[config.mk]
export PLATFORM = sky130hd
export DESIGN_NAME = router_ctrl_n
export DESIGN_NICKNAME = d
export VERILOG_FILES = /design/src/rtl/router_pkg.sv /design/src/rtl/router_timeout.sv /design/src/rtl/router_ctrl_n.sv
export SDC_FILE = /design/constraint.sdc
export NUM_CORES = 1
export LEC_CHECK = 0
export ABC_AREA = 1
export CAP_MARGIN = 20
export CORE_MARGIN = 2
export CORE_UTILIZATION = 40
export DETAILED_ROUTE_END_ITERATION = 8
export HOLD_SLACK_MARGIN = 0.08
export PLACE_DENSITY_LB_ADDON = 0.08
export SLEW_MARGIN = 20
export SYNTH_ARGS = -nofsm -noshare
export SYNTH_HDL_FRONTEND = slang
export SYNTH_SLANG_ARGS = --single-unit
[constraint.sdc]
create_clock -name clock -period 1.7 [get_ports clock]
set_clock_uncertainty 0.1 [all_clocks]
set_input_delay 0.34 -clock clock [delete_from_list [all_inputs] [get_ports clock]]
set_output_delay 0.34 -clock clock [all_outputs]
set_load 0.05 [all_outputs]
[src/rtl/router_pkg.sv]
// -----------------------------------------------------------------------------
// router_pkg
// Shared definitions for the packet router controller:
//   - state_e      : 4-bit controller state encoding
//   - ERR_*        : error code values reported on errCode
//   - is_timed_state() : states in which the idle-cycle watchdog runs
// -----------------------------------------------------------------------------
package router_pkg;

    typedef enum logic [3:0] {
        ST_IDLE       = 4'd0,
        ST_WAIT_DES   = 4'd1,
        ST_LOAD_DES   = 4'd2,
        ST_WAIT_DATA  = 4'd3,
        ST_LOAD_DATA  = 4'd4,
        ST_WAIT_CHECK = 4'd5,
        ST_LOAD_CHECK = 4'd6,
        ST_WAIT_SEND  = 4'd7,
        ST_EVAL       = 4'd8,
        ST_FORWARD    = 4'd9,
        ST_DONE       = 4'd10,
        ST_ERROR      = 4'd11
    } state_e;

    localparam logic [1:0] ERR_NONE     = 2'b00;
    localparam logic [1:0] ERR_CHECKSUM = 2'b01;
    localparam logic [1:0] ERR_BAD_PORT = 2'b10;
    localparam logic [1:0] ERR_TIMEOUT  = 2'b11;

    // States where the controller waits on an external event and may stall.
    function automatic logic is_timed_state(input state_e s);
        return (s == ST_WAIT_DES)  || (s == ST_WAIT_DATA) ||
               (s == ST_WAIT_CHECK) || (s == ST_WAIT_SEND) ||
               (s == ST_FORWARD);
    endfunction

endpackage

[src/rtl/router_timeout.sv]
// -----------------------------------------------------------------------------
// router_timeout
// Idle-cycle watchdog for the router controller. Only present when the
// ROUTER_TIMEOUT_EN macro is defined.
// Ports:
//   clock   : rising-edge clock
//   reset   : asynchronous active-high reset
//   hold    : controller stays in the same timed state across this edge
//   expired : consecutive dwell count has reached TIMEOUT_CYC
// -----------------------------------------------------------------------------
`ifdef ROUTER_TIMEOUT_EN
module router_timeout #(
    parameter int TIMEOUT_CYC = 255
) (
    input  logic clock,
    input  logic reset,
    input  logic hold,
    output logic expired
);

    logic [15:0] count_q;
    logic [15:0] count_d;

    // Next dwell count: grow while the state holds, restart on any change.
    always_comb begin
        count_d = count_q;
        if (hold) begin
            if (count_q == 16'hFFFF) begin
                count_d = count_q;
            end else begin
                count_d = count_q + 16'd1;
            end
        end else begin
            count_d = 16'd0;
        end
    end

    // Dwell counter register.
    always_ff @(posedge clock or posedge reset) begin
        if (reset) begin
            count_q <= 16'd0;
        end else begin
            count_q <= count_d;
        end
    end

    assign expired = (int'(count_q) >= TIMEOUT_CYC);

endmodule
`endif

[src/rtl/router_ctrl_n.sv]
// -----------------------------------------------------------------------------
// router_ctrl_n
// Packet router controller: sequences destination, data and checksum loads,
// evaluates the packet and grants one output port until it is accepted.
// Optional idle-cycle watchdog enabled by defining ROUTER_TIMEOUT_EN.
// Ports:
//   clock, reset                    : rising-edge clock, async active-high reset
//   enable                          : packet enable; low aborts/returns to IDLE
//   writeDes/writeData/writeCheck   : register write strobes
//   sendData, errorData, ackPort    : send request, checksum error, port accept
//   desPort                         : destination index, captured in LOAD_DES
//   enableDes/enableData/enableCheck: one-cycle register-load strobes
//   enablePort                      : one-hot output port grant (FORWARD only)
//   errorFlag, busy                 : in ERROR; not in IDLE
//   errCode                         : 00 none, 01 checksum, 10 bad port, 11 timeout
//   wordCount                       : data words loaded in current packet
// All outputs are decoded from registered state only.
// -----------------------------------------------------------------------------
module router_ctrl_n
    import router_pkg::*;
#(
    parameter int NUM_PORTS   = 4,
    parameter int DATA_WORDS  = 4,
    parameter int TIMEOUT_CYC = 255,
    localparam int PW = (NUM_PORTS > 1) ? $clog2(NUM_PORTS) : 1
) (
    input  logic                 clock,
    input  logic                 reset,
    input  logic                 enable,
    input  logic                 writeDes,
    input  logic                 writeData,
    input  logic                 writeCheck,
    input  logic                 sendData,
    input  logic                 errorData,
    input  logic                 ackPort,
    input  logic [PW-1:0]        desPort,
    output logic                 enableDes,
    output logic                 enableData,
    output logic                 enableCheck,
    output logic [NUM_PORTS-1:0] enablePort,
    output logic                 errorFlag,
    output logic                 busy,
    output logic [1:0]           errCode,
    output logic [7:0]           wordCount
);

    if (NUM_PORTS < 2 || NUM_PORTS > 16 || DATA_WORDS < 1 || DATA_WORDS > 255 ||
        TIMEOUT_CYC < 1 || TIMEOUT_CYC > 65535) begin : g_param_check
        $error("router_ctrl_n: parameter out of range");
    end

    state_e               state_q;
    state_e               state_d;
    logic [7:0]           word_count_q;
    logic [7:0]           word_count_d;
    logic [PW-1:0]        port_q;
    logic [PW-1:0]        port_d;
    logic [1:0]           err_code_q;
    logic [1:0]           err_code_d;
    logic                 timeout_s;
    logic [NUM_PORTS-1:0] port_grant_s;

`ifdef ROUTER_TIMEOUT_EN
    logic hold_s;
    logic expired_s;

    // The watchdog only accumulates while we sit in the same timed state.
    assign hold_s = is_timed_state(state_q) && (state_d == state_q);

    router_timeout #(
        .TIMEOUT_CYC(TIMEOUT_CYC)
    ) u_timeout (
        .clock  (clock),
        .reset  (reset),
        .hold   (hold_s),
        .expired(expired_s)
    );

    assign timeout_s = expired_s && is_timed_state(state_q);
`else
    assign timeout_s = 1'b0;
`endif

    // Next-state and datapath register update. In every timed state enable
    // low wins over the watchdog, which in turn wins over the awaited strobe.
    always_comb begin
        state_d      = state_q;
        word_count_d = word_count_q;
        port_d       = port_q;
        err_code_d   = err_code_q;
        if (is_timed_state(state_q) && !enable) begin
            state_d = ST_IDLE;
        end else if (timeout_s) begin
            state_d    = ST_ERROR;
            err_code_d = ERR_TIMEOUT;
        end else begin
            case (state_q)
                ST_IDLE: begin
                    if (enable) begin
                        state_d      = ST_WAIT_DES;
                        word_count_d = 8'd0;
                        err_code_d   = ERR_NONE;
                    end else begin
                        state_d = ST_IDLE;
                    end
                end
                ST_WAIT_DES: begin
                    state_d = writeDes ? ST_LOAD_DES : ST_WAIT_DES;
                end
                ST_LOAD_DES: begin
                    port_d  = desPort;
                    state_d = ST_WAIT_DATA;
                end
                ST_WAIT_DATA: begin
                    state_d = writeData ? ST_LOAD_DATA : ST_WAIT_DATA;
                end
                ST_LOAD_DATA: begin
                    word_count_d = word_count_q + 8'd1;
                    if ((int'(word_count_q) + 1) < DATA_WORDS) begin
                        state_d = ST_WAIT_DATA;
                    end else begin
                        state_d = ST_WAIT_CHECK;
                    end
                end
                ST_WAIT_CHECK: begin
                    state_d = writeCheck ? ST_LOAD_CHECK : ST_WAIT_CHECK;
                end
                ST_LOAD_CHECK: begin
                    state_d = ST_WAIT_SEND;
                end
                ST_WAIT_SEND: begin
                    state_d = sendData ? ST_EVAL : ST_WAIT_SEND;
                end
                ST_EVAL: begin
                    // A checksum error outranks a bad destination.
                    if (errorData) begin
                        state_d    = ST_ERROR;
                        err_code_d = ERR_CHECKSUM;
                    end else if (int'(port_q) >= NUM_PORTS) begin
                        state_d    = ST_ERROR;
                        err_code_d = ERR_BAD_PORT;
                    end else begin
                        state_d = ST_FORWARD;
                    end
                end
                ST_FORWARD: begin
                    state_d = ackPort ? ST_DONE : ST_FORWARD;
                end
                ST_DONE, ST_ERROR: begin
                    state_d = enable ? state_q : ST_IDLE;
                end
                default: begin
                    state_d = ST_IDLE;
                end
            endcase
        end
    end

    // Controller state and packet registers.
    always_ff @(posedge clock or posedge reset) begin
        if (reset) begin
            state_q      <= ST_IDLE;
            word_count_q <= 8'd0;
            port_q       <= '0;
            err_code_q   <= ERR_NONE;
        end else begin
            state_q      <= state_d;
            word_count_q <= word_count_d;
            port_q       <= port_d;
            err_code_q   <= err_code_d;
        end
    end

    // One-hot grant of the latched port while forwarding.
    always_comb begin
        port_grant_s = '0;
        for (int i = 0; i < NUM_PORTS; i++) begin
            port_grant_s[i] = (state_q == ST_FORWARD) && (int'(port_q) == i);
        end
    end

    assign enableDes   = (state_q == ST_LOAD_DES);
    assign enableData  = (state_q == ST_LOAD_DATA);
    assign enableCheck = (state_q == ST_LOAD_CHECK);
    assign enablePort  = port_grant_s;
    assign errorFlag   = (state_q == ST_ERROR);
    assign busy        = (state_q != ST_IDLE);
    assign errCode     = err_code_q;
    assign wordCount   = word_count_q;

endmodule

==> impl_metrics.yaml <==
timing:
  slew_headroom: 0.6516
  fin_ws_ns: -0.08971
  max_freq_ghz: 0.5588
  hold_ws_ns: 0.2596
  hold_viol: 0
  finalCritPeriodShare: 1.053
  tightestPinTransition_ns: 0.5186
  finalSetupViolCount: 8
  fin_crit_ns: 1.790
  rsz0062_at_grt: "true"
  report.final.slew_viol_count: 0
power_and_ir_drop:
  seq_power_share: 0.213
  p_comb_frac: 0.712
  powerDensity_nw_per_um2: 1457
  p_leak_nw: 0.8535
  ir_worst_vdd_mv: 1.005
  p_sw_mw: 1.387
  p_int_mw: 1.335
  swShare: 0.5095
  clock_power_share: 0.075
global_route:
  grt_pass1_vias: 1043
  grt_max_degree: 16
  overflow: 0
  antenna_found_initial: 0
  track_usage: 0.2045
  grt_pass1_wl_mm: 4.381
finish:
  area.growth.synth_to_final_pct: 78.38
  nets: 213
  final_util: 0.7540
  n_fill_cell: 182
  antenna_cells: 0
  stdcell_area_sq_um: 1868
  final_cell_mix: "nand2_1, buf_12, inv_1, buf_4, dfrtp_1"
  drive_above_1_share: 0.4150
  fin_cells: 230
  final_common_cell: "nand2_1"
logic_synthesis:
  synth-simple-area-share: 0.3895
  synth.area.mux_share: 0
  synth-seq-cells: 15
  synth_xor_area_frac: 0.008363
  synth_compound_area_frac: 0.1314
  synthAdderAreaFrac: 0.01195
  synth_top_family_by_area: "simple AND/OR/NAND/NOR gates"
  yosysSeqAreaShare: 0.3584
  yosysWarnings: 0
  syn_avg_cell_area_sq_um: 6.890
  syn_nets: 164
  syn_inst: 152
  synth_cell_type_count: 28
  syn-cell-area_sq_um: 1047
placed_design:
  dp_hpwl_mm: 2.187
  dp_slack_ns: 0.03205
  dp.cells: 219
  port_buffers: 28
  placed_area_sq_um: 1624
  gp_congestion: 0.8380
run_status:
  outcome: "finished, violations left"
  violations: "negative setup slack"
routing:
  wl_per_cell_microns: 13.27
  ant_nets: 0
  drc: 0
  drt_iter0_markers: 24
  drt-vias-per-instance: 5.065
  route.vias.total: 1165
  first_pass_iters: 4
  wl_mm: 3.051
setup_path:
  cp_max_fo: 4
  cpPeakStageDelay_ns: 0.43
  criticalPathCategory: "flop to primary output"
  critPathArrivalTime_ns: 1.35
  crit_chain: "buf_6, nor2_4, inv_4, nor2_8, buf_12"
  timing.critical_path.buf_inv: 3
  cp-end-kind: "primary output"
  crit_slowest_cell: "dfrtp_1"
  cpLargestDelayFamily: "flip-flops"
  setup.worst_path.start_class: "flop"
  cp.required_ns: 1.26
cts:
  cts_buffers: 3
  cts_tree: "yes"
  cts_hold_buf: 0
  clk_pin_slew_ns: 0.09
  cts-root-buf: "clkbuf_4"
  clock_path_buffers: 2
  clock_latency_ns: 0.29
  cts_max_level: 1
  clock-sinks: 15
floorplan:
  ios: 30
  core_sq_um: 2477
  fp.dieW_microns: 55.17
  die_y_microns: 55.17
  initial_utilization: 0.4227
  die_area_sq_um: 3043
  rows: 18
run:
  maxCapViolations: 0
hold_path:
  hold_class: "input port to async pin"
-- worst min-delay path, cell delays in order --
cell and delay [ns]:
clkdlybuf4s50_1 0.41, inv_1 0.06, buf_4 0.22
-- cells by family (layout without fill, tap and decap cells) --
kind of cell	count (synthesis)	in the layout
other cells	1	1
flops	15	15
simple gates	87	87
buf+inv	24	72
compound gates	23	23
fa+ha+maj	1	1
xor+xnor	1	1
-- timing repair --
action / CTS / global route
hold endpoints to repair: 0 / 0
pin swaps: 4 / 11
setup endpoints to repair: 9 / 11
buffers inserted: 4 / 3
gates cloned: 0 / 0
resized for setup: 26 / 14
-- synth_stat cells --
master    number  share of area
a21oi_1        3          0.014
buf_4          1         0.0072
buf_6          1          0.011
conb_1         1         0.0036
dfrtp_1       15           0.36
ha_1           1          0.012
inv_1         20          0.072
inv_2          2         0.0072
nand2_1       37           0.13
nand2_2        7          0.042
nand3_1        8          0.038
nand3_2        1         0.0096
nand3b_1       1         0.0072
nand4_1        1         0.0060
nor2_1        19          0.068
nor2_2         2          0.012
nor2_4         1          0.011
nor2_8         1          0.019
nor3_1         8          0.038
nor4_1         1         0.0060
o211ai_1       1         0.0072
o21ai_0       10          0.048
o21ai_1        1         0.0048
o21ai_2        3          0.025
o21bai_1       1         0.0072
o22ai_1        3          0.018
o31ai_1        1         0.0072
xnor2_1        1         0.0084
-- final timing paths --
kind                                        start  slack, ns  cells past startpoint                      to
max                        state_q[1]$_DFFE_PP0P_      -0.09                      5              enableData
min                                         reset       0.26                      3   port_q[1]$_DFFE_PP0P_
max reg2reg                state_q[1]$_DFFE_PP0P_       0.06                     12  state_q[1]$_DFFE_PP0P_
min reg2reg                errCode[0]$_DFFE_PP0P_       0.47                      2  errCode[0]$_DFFE_PP0P_
max in group asynchronous                   reset       1.05                      3  state_q[3]$_DFFE_PP0P_
min in group clock         errCode[0]$_DFFE_PP0P_       0.47                      2  errCode[0]$_DFFE_PP0P_
-- power groups by stage --
| stage | clock network (mW) | registers, mW | logic, mW |
|---|---|---|---|
| 5_1_grt | 0.226 | 0.591 | 2.07 |
| 3_5_place_dp | 0 | 0.543 | 1.52 |
| 4_1_cts | 0.213 | 0.569 | 1.75 |
| 6_report | 0.204 | 0.579 | 1.94 |
| 3_3_place_gp | 0 | 0.537 | 1.51 |
| 2_1_floorplan | 0 | 0.630 | 0.845 |
-- layer usage --
metal,global-route usage,share of wire
met4,0.09756,0.018
met1,0.2319,0.41
met5,0,0
met2,0.3790,0.52
met3,0.02151,0.051
-- final cells by class --
| type | count | area, sq um | area share |
|---|---|---|---|
| Multi-Input combinational cell | 113 | 728.2 | 0.3898 |
| Timing Repair Buffer | 46 | 610.6 | 0.3269 |
| Tap cell | 30 | 37.54 | 0.02009 |
| Sequential cell | 15 | 379.1 | 0.2029 |
| Clock buffer | 3 | 22.52 | 0.01206 |
| Inverter | 22 | 85.08 | 0.04555 |
| Clock inverter | 1 | 5.005 | 0.002679 |
-- metrics by stage --
step	setup TNS, ns	power (mW)
after global placement	0	2.049
after CTS	-0.3988	2.530
after global routing	-1.065	2.887
after floorplan	-0.7378	1.475
after detailed placement	0	2.064
final	-0.5349	2.721
-- flip-flops by register name (all words and copies together), names as in the netlist --
signal / count
state_q: 4
port_q: 2
wordCount: 8
errCode: 1
(Power assumes the default switching activity.)
